--- src/rtl/fp_add_arbiter.sv ---
// Round-robin arbiter that shares one combinational bfloat16 adder among NUM_REQ requesters,
// with an operand register in front of the adder and a result register behind it.

interface op_intf #(
  parameter int EXP_WIDTH  = 8,
  parameter int FRAC_WIDTH = 7
);
  logic                  op1_sign;
  logic [EXP_WIDTH-1:0]  op1_exp;
  logic [FRAC_WIDTH-1:0] op1_frac;
  logic                  op2_sign;
  logic [EXP_WIDTH-1:0]  op2_exp;
  logic [FRAC_WIDTH-1:0] op2_frac;
  logic                  op3_sign;
  logic [EXP_WIDTH-1:0]  op3_exp;
  logic [FRAC_WIDTH-1:0] op3_frac;

  modport adder  (input  op1_sign, op1_exp, op1_frac, op2_sign, op2_exp, op2_frac,
                  output op3_sign, op3_exp, op3_frac);
  modport client (output op1_sign, op1_exp, op1_frac, op2_sign, op2_exp, op2_frac,
                  input  op3_sign, op3_exp, op3_frac);
endinterface

// Combinational float adder: truncating, subnormals flushed to zero.
module fp_add #(
  parameter int EXP_WIDTH  = 8,
  parameter int FRAC_WIDTH = 7
) (
  op_intf.adder io
);
  localparam int E = EXP_WIDTH;
  localparam int F = FRAC_WIDTH;
  localparam int M = F + 4;  // hidden bit + fraction + three guard bits

  logic          op1_smaller;
  logic          big_sign;
  logic          small_sign;
  logic [E-1:0]  big_exp;
  logic [E-1:0]  small_exp;
  logic [F-1:0]  big_frac;
  logic [F-1:0]  small_frac;
  logic [M-1:0]  big_mant;
  logic [M-1:0]  small_mant;
  logic [M-1:0]  small_al;
  logic [E-1:0]  exp_diff;
  logic [M:0]    mag;
  logic [E+1:0]  exp_r;
  logic          is_zero;

  always_comb begin
    op1_smaller = {io.op1_exp, io.op1_frac} < {io.op2_exp, io.op2_frac};
    if (op1_smaller) begin
      big_sign   = io.op2_sign;
      big_exp    = io.op2_exp;
      big_frac   = io.op2_frac;
      small_sign = io.op1_sign;
      small_exp  = io.op1_exp;
      small_frac = io.op1_frac;
    end else begin
      big_sign   = io.op1_sign;
      big_exp    = io.op1_exp;
      big_frac   = io.op1_frac;
      small_sign = io.op2_sign;
      small_exp  = io.op2_exp;
      small_frac = io.op2_frac;
    end

    big_mant   = {|big_exp, big_frac, 3'b000};
    small_mant = {|small_exp, small_frac, 3'b000};
    exp_diff   = big_exp - small_exp;
    small_al   = (exp_diff >= E'(M)) ? '0 : (small_mant >> exp_diff);

    if (big_sign == small_sign) begin
      mag = {1'b0, big_mant} + {1'b0, small_al};
    end else begin
      mag = {1'b0, big_mant} - {1'b0, small_al};
    end
    is_zero = (mag == '0);

    exp_r = {2'b00, big_exp};
    if (mag[M]) begin
      mag   = mag >> 1;
      exp_r = exp_r + (E+2)'(1);
    end else begin
      // Cancellation: shift left until the hidden bit is back at M-1.
      for (int i = 0; i < M; i++) begin
        if (!mag[M-1] && !is_zero) begin
          mag   = mag << 1;
          exp_r = exp_r - (E+2)'(1);
        end
      end
    end

    io.op3_sign = big_sign;
    io.op3_exp  = exp_r[E-1:0];
    io.op3_frac = mag[M-2 -: F];

    if (is_zero) begin
      io.op3_sign = big_sign & small_sign;
      io.op3_exp  = '0;
      io.op3_frac = '0;
    end else if (exp_r[E+1] || exp_r == '0) begin
      io.op3_exp  = '0;
      io.op3_frac = '0;
    end else if (exp_r >= {2'b00, {E{1'b1}}}) begin
      io.op3_exp  = '1;
      io.op3_frac = '0;
    end

    if (big_exp == '1) begin
      if (small_exp == '1 && big_sign != small_sign) begin
        io.op3_sign = 1'b0;
        io.op3_exp  = '1;
        io.op3_frac = {1'b1, {(F-1){1'b0}}};
      end else begin
        io.op3_sign = big_sign;
        io.op3_exp  = big_exp;
        io.op3_frac = big_frac;
      end
    end
  end
endmodule

module fp_add_arbiter #(
  parameter int  NUM_REQ    = 4,
  parameter int  EXP_WIDTH  = 8,
  parameter int  FRAC_WIDTH = 7,
  localparam int W          = 1 + EXP_WIDTH + FRAC_WIDTH,
  localparam int ID_W       = $clog2(NUM_REQ)
) (
  input  logic                 clk,
  input  logic                 rst,
  input  logic [NUM_REQ-1:0]   req_valid,
  output logic [NUM_REQ-1:0]   req_ready,
  input  logic [NUM_REQ*W-1:0] req_op1,
  input  logic [NUM_REQ*W-1:0] req_op2,
  output logic                 rsp_valid,
  input  logic                 rsp_ready,
  output logic [W-1:0]         rsp_data,
  output logic [ID_W-1:0]      rsp_id,
  output logic                 busy
);
  logic [W-1:0]       op1_arr [NUM_REQ];
  logic [W-1:0]       op2_arr [NUM_REQ];

  logic               a_valid_reg;
  logic [W-1:0]       a_op1_reg;
  logic [W-1:0]       a_op2_reg;
  logic [ID_W-1:0]    a_id_reg;
  logic               b_valid_reg;
  logic [W-1:0]       b_data_reg;
  logic [ID_W-1:0]    b_id_reg;
  logic [ID_W-1:0]    rr_ptr_reg;
  logic [ID_W-1:0]    rr_ptr_next;

  logic               grant_found;
  logic [ID_W-1:0]    grant_id;
  logic [NUM_REQ-1:0] grant_onehot;
  logic               a_advance;
  logic               b_advance;
  logic               handshake;
  logic [W-1:0]       sum;

  generate
    for (genvar gi = 0; gi < NUM_REQ; gi++) begin : g_unpack
      assign op1_arr[gi] = req_op1[gi*W +: W];
      assign op2_arr[gi] = req_op2[gi*W +: W];
    end
  endgenerate

  // First valid requester at or after rr_ptr, searching modulo NUM_REQ.
  always_comb begin : p_grant
    int               idx;
    logic [ID_W-1:0]  idx_w;
    logic [NUM_REQ-1:0] shifted;
    grant_found = 1'b0;
    grant_id    = '0;
    idx         = 0;
    idx_w       = '0;
    shifted     = '0;
    for (int k = 0; k < NUM_REQ; k++) begin
      idx = int'(rr_ptr_reg) + k;
      if (idx >= NUM_REQ) begin
        idx = idx - NUM_REQ;
      end
      idx_w   = ID_W'(idx);
      shifted = req_valid >> idx_w;
      if (!grant_found && shifted[0]) begin
        grant_found = 1'b1;
        grant_id    = idx_w;
      end
    end
  end

  assign grant_onehot = grant_found ? (NUM_REQ'(1) << grant_id) : '0;
  assign b_advance    = !b_valid_reg || rsp_ready;
  assign a_advance    = !rst && (!a_valid_reg || b_advance);
  assign handshake    = a_advance && grant_found;
  assign req_ready    = grant_onehot & {NUM_REQ{a_advance}};
  assign rr_ptr_next  = (grant_id == ID_W'(NUM_REQ-1)) ? '0 : grant_id + ID_W'(1);

  op_intf #(.EXP_WIDTH(EXP_WIDTH), .FRAC_WIDTH(FRAC_WIDTH)) op_if ();

  assign op_if.op1_sign = a_op1_reg[W-1];
  assign op_if.op1_exp  = a_op1_reg[W-2 -: EXP_WIDTH];
  assign op_if.op1_frac = a_op1_reg[FRAC_WIDTH-1:0];
  assign op_if.op2_sign = a_op2_reg[W-1];
  assign op_if.op2_exp  = a_op2_reg[W-2 -: EXP_WIDTH];
  assign op_if.op2_frac = a_op2_reg[FRAC_WIDTH-1:0];
  assign sum            = {op_if.op3_sign, op_if.op3_exp, op_if.op3_frac};

  fp_add #(.EXP_WIDTH(EXP_WIDTH), .FRAC_WIDTH(FRAC_WIDTH)) u_fp_add (
    .io (op_if.adder)
  );

  always_ff @(posedge clk) begin
    if (rst) begin
      a_valid_reg <= 1'b0;
      b_valid_reg <= 1'b0;
      rr_ptr_reg  <= '0;
      b_data_reg  <= '0;
      b_id_reg    <= '0;
    end else begin
      if (b_advance) begin
        b_valid_reg <= a_valid_reg;
        if (a_valid_reg) begin
          b_data_reg <= sum;
          b_id_reg   <= a_id_reg;
        end
      end
      if (a_advance) begin
        a_valid_reg <= grant_found;
      end
      if (handshake) begin
        rr_ptr_reg <= rr_ptr_next;
      end
    end
  end

  // Operand registers carry no reset; a_valid_reg qualifies them.
  always_ff @(posedge clk) begin
    if (handshake) begin
      a_op1_reg <= op1_arr[grant_id];
      a_op2_reg <= op2_arr[grant_id];
      a_id_reg  <= grant_id;
    end
  end

  assign rsp_valid = b_valid_reg;
  assign rsp_data  = b_data_reg;
  assign rsp_id    = b_id_reg;
  assign busy      = a_valid_reg | b_valid_reg;
endmodule

--- config.mk ---
export PLATFORM = sky130hd
export DESIGN_NAME = fp_add_arbiter
export DESIGN_NICKNAME = d
export VERILOG_FILES = /design/src/rtl/fp_add_arbiter.sv
export SDC_FILE = /design/constraint.sdc
export NUM_CORES = 1
export LEC_CHECK = 0
export ABC_AREA = 0
export CORE_MARGIN = 2
export CORE_UTILIZATION = 57
export CTS_BUF_LIST = sky130_fd_sc_hd__clkbuf_8 sky130_fd_sc_hd__clkbuf_16
export CTS_CLUSTER_DIAMETER = 30
export DETAILED_ROUTE_END_ITERATION = 10
export PLACE_DENSITY = 0.84
export REMOVE_ABC_BUFFERS = 1
export SETUP_SLACK_MARGIN = 0.5
export SLEW_MARGIN = 10
export SYNTH_ARGS = -nofsm -noshare
export SYNTH_HDL_FRONTEND = slang
export SYNTH_SLANG_ARGS = --single-unit
--- constraint.sdc ---
create_clock -name clk -period 17.2 [get_ports clk]
set_input_delay 3.44 -clock clk [delete_from_list [all_inputs] [get_ports clk]]
set_output_delay 3.44 -clock clk [all_outputs]
set_load 0.005 [all_outputs]
# Yosys cells after proc, flatten, opt, wreduce, memory -nomap -nowiden
# Cells that the tools add are included.
[word_totals]
elab_cells = 182
in_bits = 135
register_bits = 56
[op_classes]
addsub = 23
bitwise_logic = 4
reduce_logical = 43
n_mux = 85
n_eq_ne = 5
order_cmp = 8
n_shift = 6
[op_table]
columns = ["operator", "n"]
rows = [
  ["$mux W10", 24],
  ["$mux W11", 21],
  ["$sub A10 B1 Y10 const B", 10],
  ["$bmux W16 S2", 2],
  ["$mux W16", 4],
  ["$mux W8", 7],
  ["$mux W7", 7],
  ["$logic_not A1 Y1", 18],
  ["$mux W2", 9],
  ["$logic_and A1 B1 Y1", 17],
  ["$eq A8 B8 Y1 const B", 2],
  ["$reduce_or A8 Y1", 2],
  ["$shr A4 B2 Y1", 4],
  ["$lt A15 B15 Y1", 1],
  ["$add A11 B11 Y12", 1],
  ["$ge A3 B3 Y1 const B", 4],
  ["$logic_not A12 Y1", 1],
  ["$mux W12", 1],
  ["$sub A11 B11 Y12", 1],
  ["$shr A11 B8 Y11", 1],
  ["$ge A10 B8 Y1 const B", 1],
  ["$logic_not A10 Y1", 1],
  ["$add A8 B1 Y9 const B", 1],
  ["$mux W1", 9],
  ["other kinds (19)", 25],
]

# Longest topological paths before layout
[depth]
ltp_word = 57
ltp_mapped = 77
ltp_nobuf = 70

# Cells and area by module
# From an unflattened synthesis, not the netlist that was laid out.
[unflattened]
cells_unflattened = 1281
hier_area_um2 = 9914.5
[by_module_without_submodules]
columns = ["mod", "area_per_inst_um2", "cells_each", "seq_area_each_um2", "n_inst"]
rows = [
  ["fp_add", 6924.1, 1019, 0.0, 1],
  ["fp_add_arbiter", 2990.4, 262, 1461.4, 1],
]

# Least setup slack after synthesis
# Ideal clock, no wire load.
[synth_timing]
path_type = "flip-flop to flip-flop"
startpoint = "register a_op1_reg[12]"
endpoint = "register b_data_reg[13], in the netlist rsp_data[13]"
t_arrival_ps = 14040
path_slack_ps = 3043
required_time_ps = 17084
stages_incl_launch_ff = 71
period_less_slack_ps = 14157
path_cell_list = "edfxtp_1 -> ha_1 -> buf_6 -> a211oi_2 -> o211ai_1 -> a221oi_4 -> o21ai_2 -> buf_6 -> clkbuf_1 -> clkbuf_1 -> nor2_1 -> nor2_1 -> ha_1 -> or2_2 -> o21ai_0 -> o22ai_1 -> or3_4 -> a21oi_4 -> (+35 left out) -> ha_1 -> mux2i_1 -> mux2i_1 -> ha_1 -> mux2_2 -> ha_1 -> nand2_1 -> nor3_1 -> o21a_1 -> or4_1 -> a311o_1 -> a21oi_1 -> a21oi_1 -> o311a_1 -> nor3_2 -> nand4_2 -> a22o_1 -> nor3b_1"
[synth_between]
elab_chain_len = 57
[synth_lines]
columns = ["element", "line", "source"]
rows = [
  ["start, declared", "147", "logic [W-1:0] a_op1_reg;"],
  ["start signal, assigned", "243", "a_op1_reg <= op1_arr[grant_id];"],
  ["branches (longest 56 deep; another with $lt A15 B15 Y1)", "-", ""],
  ["$mux W8 *", "110", "if (big_exp == '1) begin"],
  ["end signal, assigned", "227", "b_data_reg <= sum;"],
  ["end, declared", "151", "logic [W-1:0] b_data_reg;"],
]
# Every way passes the cells marked *. The select of a mux whose other input is x is not followed.
# A chain may end at the register's enable or synchronous reset.

# Final worst setup path
[layout_timing]
startpoint = "register a_op2_reg[7]"
endpoint = "register b_data_reg[13], in the netlist rsp_data[13]"
[layout_between]
elab_chain_len = 57
[layout_lines]
columns = ["element", "line", "source"]
rows = [
  ["start, declared", "148", "logic [W-1:0] a_op2_reg;"],
  ["start signal, assigned", "244", "a_op2_reg <= op2_arr[grant_id];"],
  ["branches (longest 56 deep; another with $lt A15 B15 Y1)", "-", ""],
  ["$mux W8 *", "110", ""],
]
# Marked as above.

==> flow_metrics.env <==
export IMPL_finalPower_uw=2230
export IMPL_placed_cell_area_um2=11800
export IMPL_initial_core_util_pct=58.5
export IMPL_grt_ovfl_total=0
export IMPL_areaGrowthSynthToFinish_pct=17.9
export IMPL_fin_area_um2=12000
export IMPL_final_hold_violation_count=0
export IMPL_port_buffers=158
export IMPL_hp_class="flip-flop to flip-flop"
export IMPL_cpPeakStageDelay_ns=0.81
export IMPL_syn_cell_area_um2=10200
export IMPL_critPathMaxFanout=27
export IMPL_fmax_ghz=0.0644
export IMPL_vias=11400
export IMPL_rsz0062_at_grt="false"
export IMPL_slowest_stage="ha_1"
export IMPL_multiInputGateArea_um2=8160
export IMPL_core_um2=17400
export IMPL_clk_pin_slew_ns=0.07
export IMPL_synth_main_ff_cell="edfxtp_1"
export IMPL_critPathCaptureType="flip-flop"
export IMPL_grt_util_all_layers_pct=34.2
export IMPL_drc=0
export IMPL_crit_required_ns=17.39
export IMPL_clkSinkCount=56
export IMPL_min_period_over_period_pct=90.3
export IMPL_drv_cap=0
export IMPL_grt_max_degree=69
export IMPL_synth_top_cell_by_area="edfxtp_1"
export IMPL_async_flop_share_pct=0
export IMPL_nets=1709
export IMPL_avgViaCountPerCell=6.52
export IMPL_antenna_found_initial=1
export IMPL_synth_edff_count=34
export IMPL_numCtsBuffers=5
export IMPL_cts_tree="yes"
export IMPL_ir_drop_v=0.000170
export IMPL_fill_cells=1481
export IMPL_drtIter0Drc=1068
export IMPL_cts_root_buffer="clkbuf_16"
export IMPL_ioPinCount=159
export IMPL_slew_viol_final=0
export IMPL_dieArea_um2=18900
export IMPL_drt_first_pass_iters=5
export IMPL_grt_pass1_wl_um=52400
export IMPL_clk_latency_ns=0.29
export IMPL_ys_warn_count=0
export IMPL_rows=48
export IMPL_synth_most_common_cell="nand2_1"
export IMPL_synth_top_area_share_pct=10.1
export IMPL_slew_headroom_pct=26.7
export IMPL_ff_latch_area_um2=1460
export IMPL_synth_seq_area_share_pct=14.4
export IMPL_die_w_um=137
export IMPL_dp_hpwl_um=26000
export IMPL_synth_commonest_cells="nand2_1, nor2_1, a21oi_1"
export IMPL_yosys_top_cells_area="edfxtp_1, nand2_1, ha_1"
export IMPL_syn_area_per_cell_um2=7.17
export IMPL_status="complete, no violations"
export IMPL_gp_congestion=0.982
export IMPL_crit_path_start_kind="flip-flop"
export IMPL_die_y_um=137
export IMPL_worst_pin_slew_ns=1.10
export IMPL_reg2reg_slack_ns=1.68
export IMPL_postRouteAntennaNets=0
export IMPL_drt_total_wl_um=32600
export IMPL_clk_path_buf_depth=2
export IMPL_wl_per_cell_um=18.6
export IMPL_final_layout_size_suffix_gt1_share_pct=7.21
export IMPL_powerDensity_nw_per_um2=186
export IMPL_ctsHtreeMaxLevel=2
export IMPL_ctsHoldBuffers=0
export IMPL_cpMostUsedCell="ha_1"
export IMPL_synth_cell_types=117
export IMPL_skew_ns=0.00867
export IMPL_fin_tns_setup_ns=0
export IMPL_grt_pass1_vias=10800
export IMPL_crit_arrival_ns=15.71
export IMPL_syn_inst=1416
export IMPL_finalSetupViolCount=0
export IMPL_p_leak_uw=0.00471
export IMPL_synth_ff_latch_count=56
export IMPL_period_minus_slack_ns=15.52
export IMPL_path_class="flip-flop to flip-flop"
[cell usage in the layout (no fill, tap or decap), types with 9 or more instances in the layout]
cell type	count
nand2_1	241
clkdlybuf4s50_1	158
nor2_1	111
a21oi_1	95
inv_1	60
o21ai_0	59
xnor2_1	51
a31oi_1	50
nor3_1	49
ha_1	49
and3_1	48
nand3_1	38
edfxtp_1	34
mux2i_1	32
a21o_1	26
dfxtp_1	22
a211oi_1	21
o211ai_1	20
nor4_1	18
nand2b_1	17
or3_1	17
nand4_1	16
nor2b_1	15
buf_4	15
o22ai_1	12
and2_1	12
or2_2	9
o21a_1	9
[report_power, final]
group          total [uW]  internal (uW)  switching (uW)
sequential            198            175            22.9
combinational        1940            732            1200
clock                98.0           53.3            44.6
total                2230            960            1270
[layer usage]
metal / up-vias / wire (um) / track usage, %
li1: 5467 / - / -
met1: 5221 / 13100 / 42.4
met2: 606 / 15500 / 57.4
met3: 115 / 2520 / 5.37
met4: 0 / 1410 / 17.3
met5: - / 0 / 0
[path summary, 6_finish.rpt]
| path | start | end | cells after the start |
|---|---|---|---|
| worst min-delay path | rsp_id[0]$_SDFFE_PP0P_ | rsp_id[0]$_SDFFE_PP0P_ | 2 |
| worst max register to register | a_op2_reg[7]$_DFFE_PP_ | rsp_data[13]$_SDFFE_PP0P_ | 65 |
| worst min register to register | rsp_id[0]$_SDFFE_PP0P_ | rsp_id[0]$_SDFFE_PP0P_ | 2 |
| worst max-delay path | a_op2_reg[7]$_DFFE_PP_ | rsp_data[13]$_SDFFE_PP0P_ | 65 |
[critical path: cells and delay by family (launching register included)]
family,cells,cell delay (ns)
flip-flops,1,0.44
AO/OA/AOI/OAI,22,4.76
XOR/XNOR,2,0.38
AND/OR/NAND/NOR,22,5.06
adder cells (fa/ha/maj),10,3.45
multiplexers,5,0.99
buffers and inverters,4,0.31
[cell type report]
type | instances | area share [%]
Clock buffer | 5 | 1.05
Clock inverter | 3 | 0.125
Antenna cell | 1 | 0.0209
Tap cell | 225 | 2.35
Sequential cell | 56 | 12.2
Inverter | 62 | 1.94
Multi-Input combinational cell | 1226 | 68.2
Timing Repair Buffer | 173 | 14.2
[kinds of logic (layout without fill, tap and decap cells)]
group                    count (synthesis)  count (layout)  synth area share [%]
AO/OA/AOI/OAI                          417             417                  29.4
other                                    0               1                     0
XOR/XNOR                                71              71                  7.60
AND/OR/NAND/NOR                        642             642                  31.7
flip-flops                              56              56                  14.4
adder cells (fa/ha/maj)                 53              53                  6.54
buffers and inverters                  134             243                  5.64
multiplexers                            43              43                  4.71
[through the flow]
stage | utilization (%) | hold slack (ns) | setup slack, ns | std cells
after CTS | 68.8 | 0.463 | 1.63 | 1748
after global placement | 68.0 | 0.443 | 2.32 | 1740
after global routing | 69.0 | 0.497 | 0.557 | 1751
final | 69.0 | 0.464 | 1.68 | 1751
after floorplan | - | 0.447 | 2.97 | 1344
after detailed placement | 68.0 | 0.454 | 1.65 | 1740
[timing repair]
action / CTS / global route
endpoints found under the setup margin: 0 / 15
resized for setup: 0 / 2
setup buffers: 0 / 2
No activity file was read; power rests on OpenSTA's default activity.
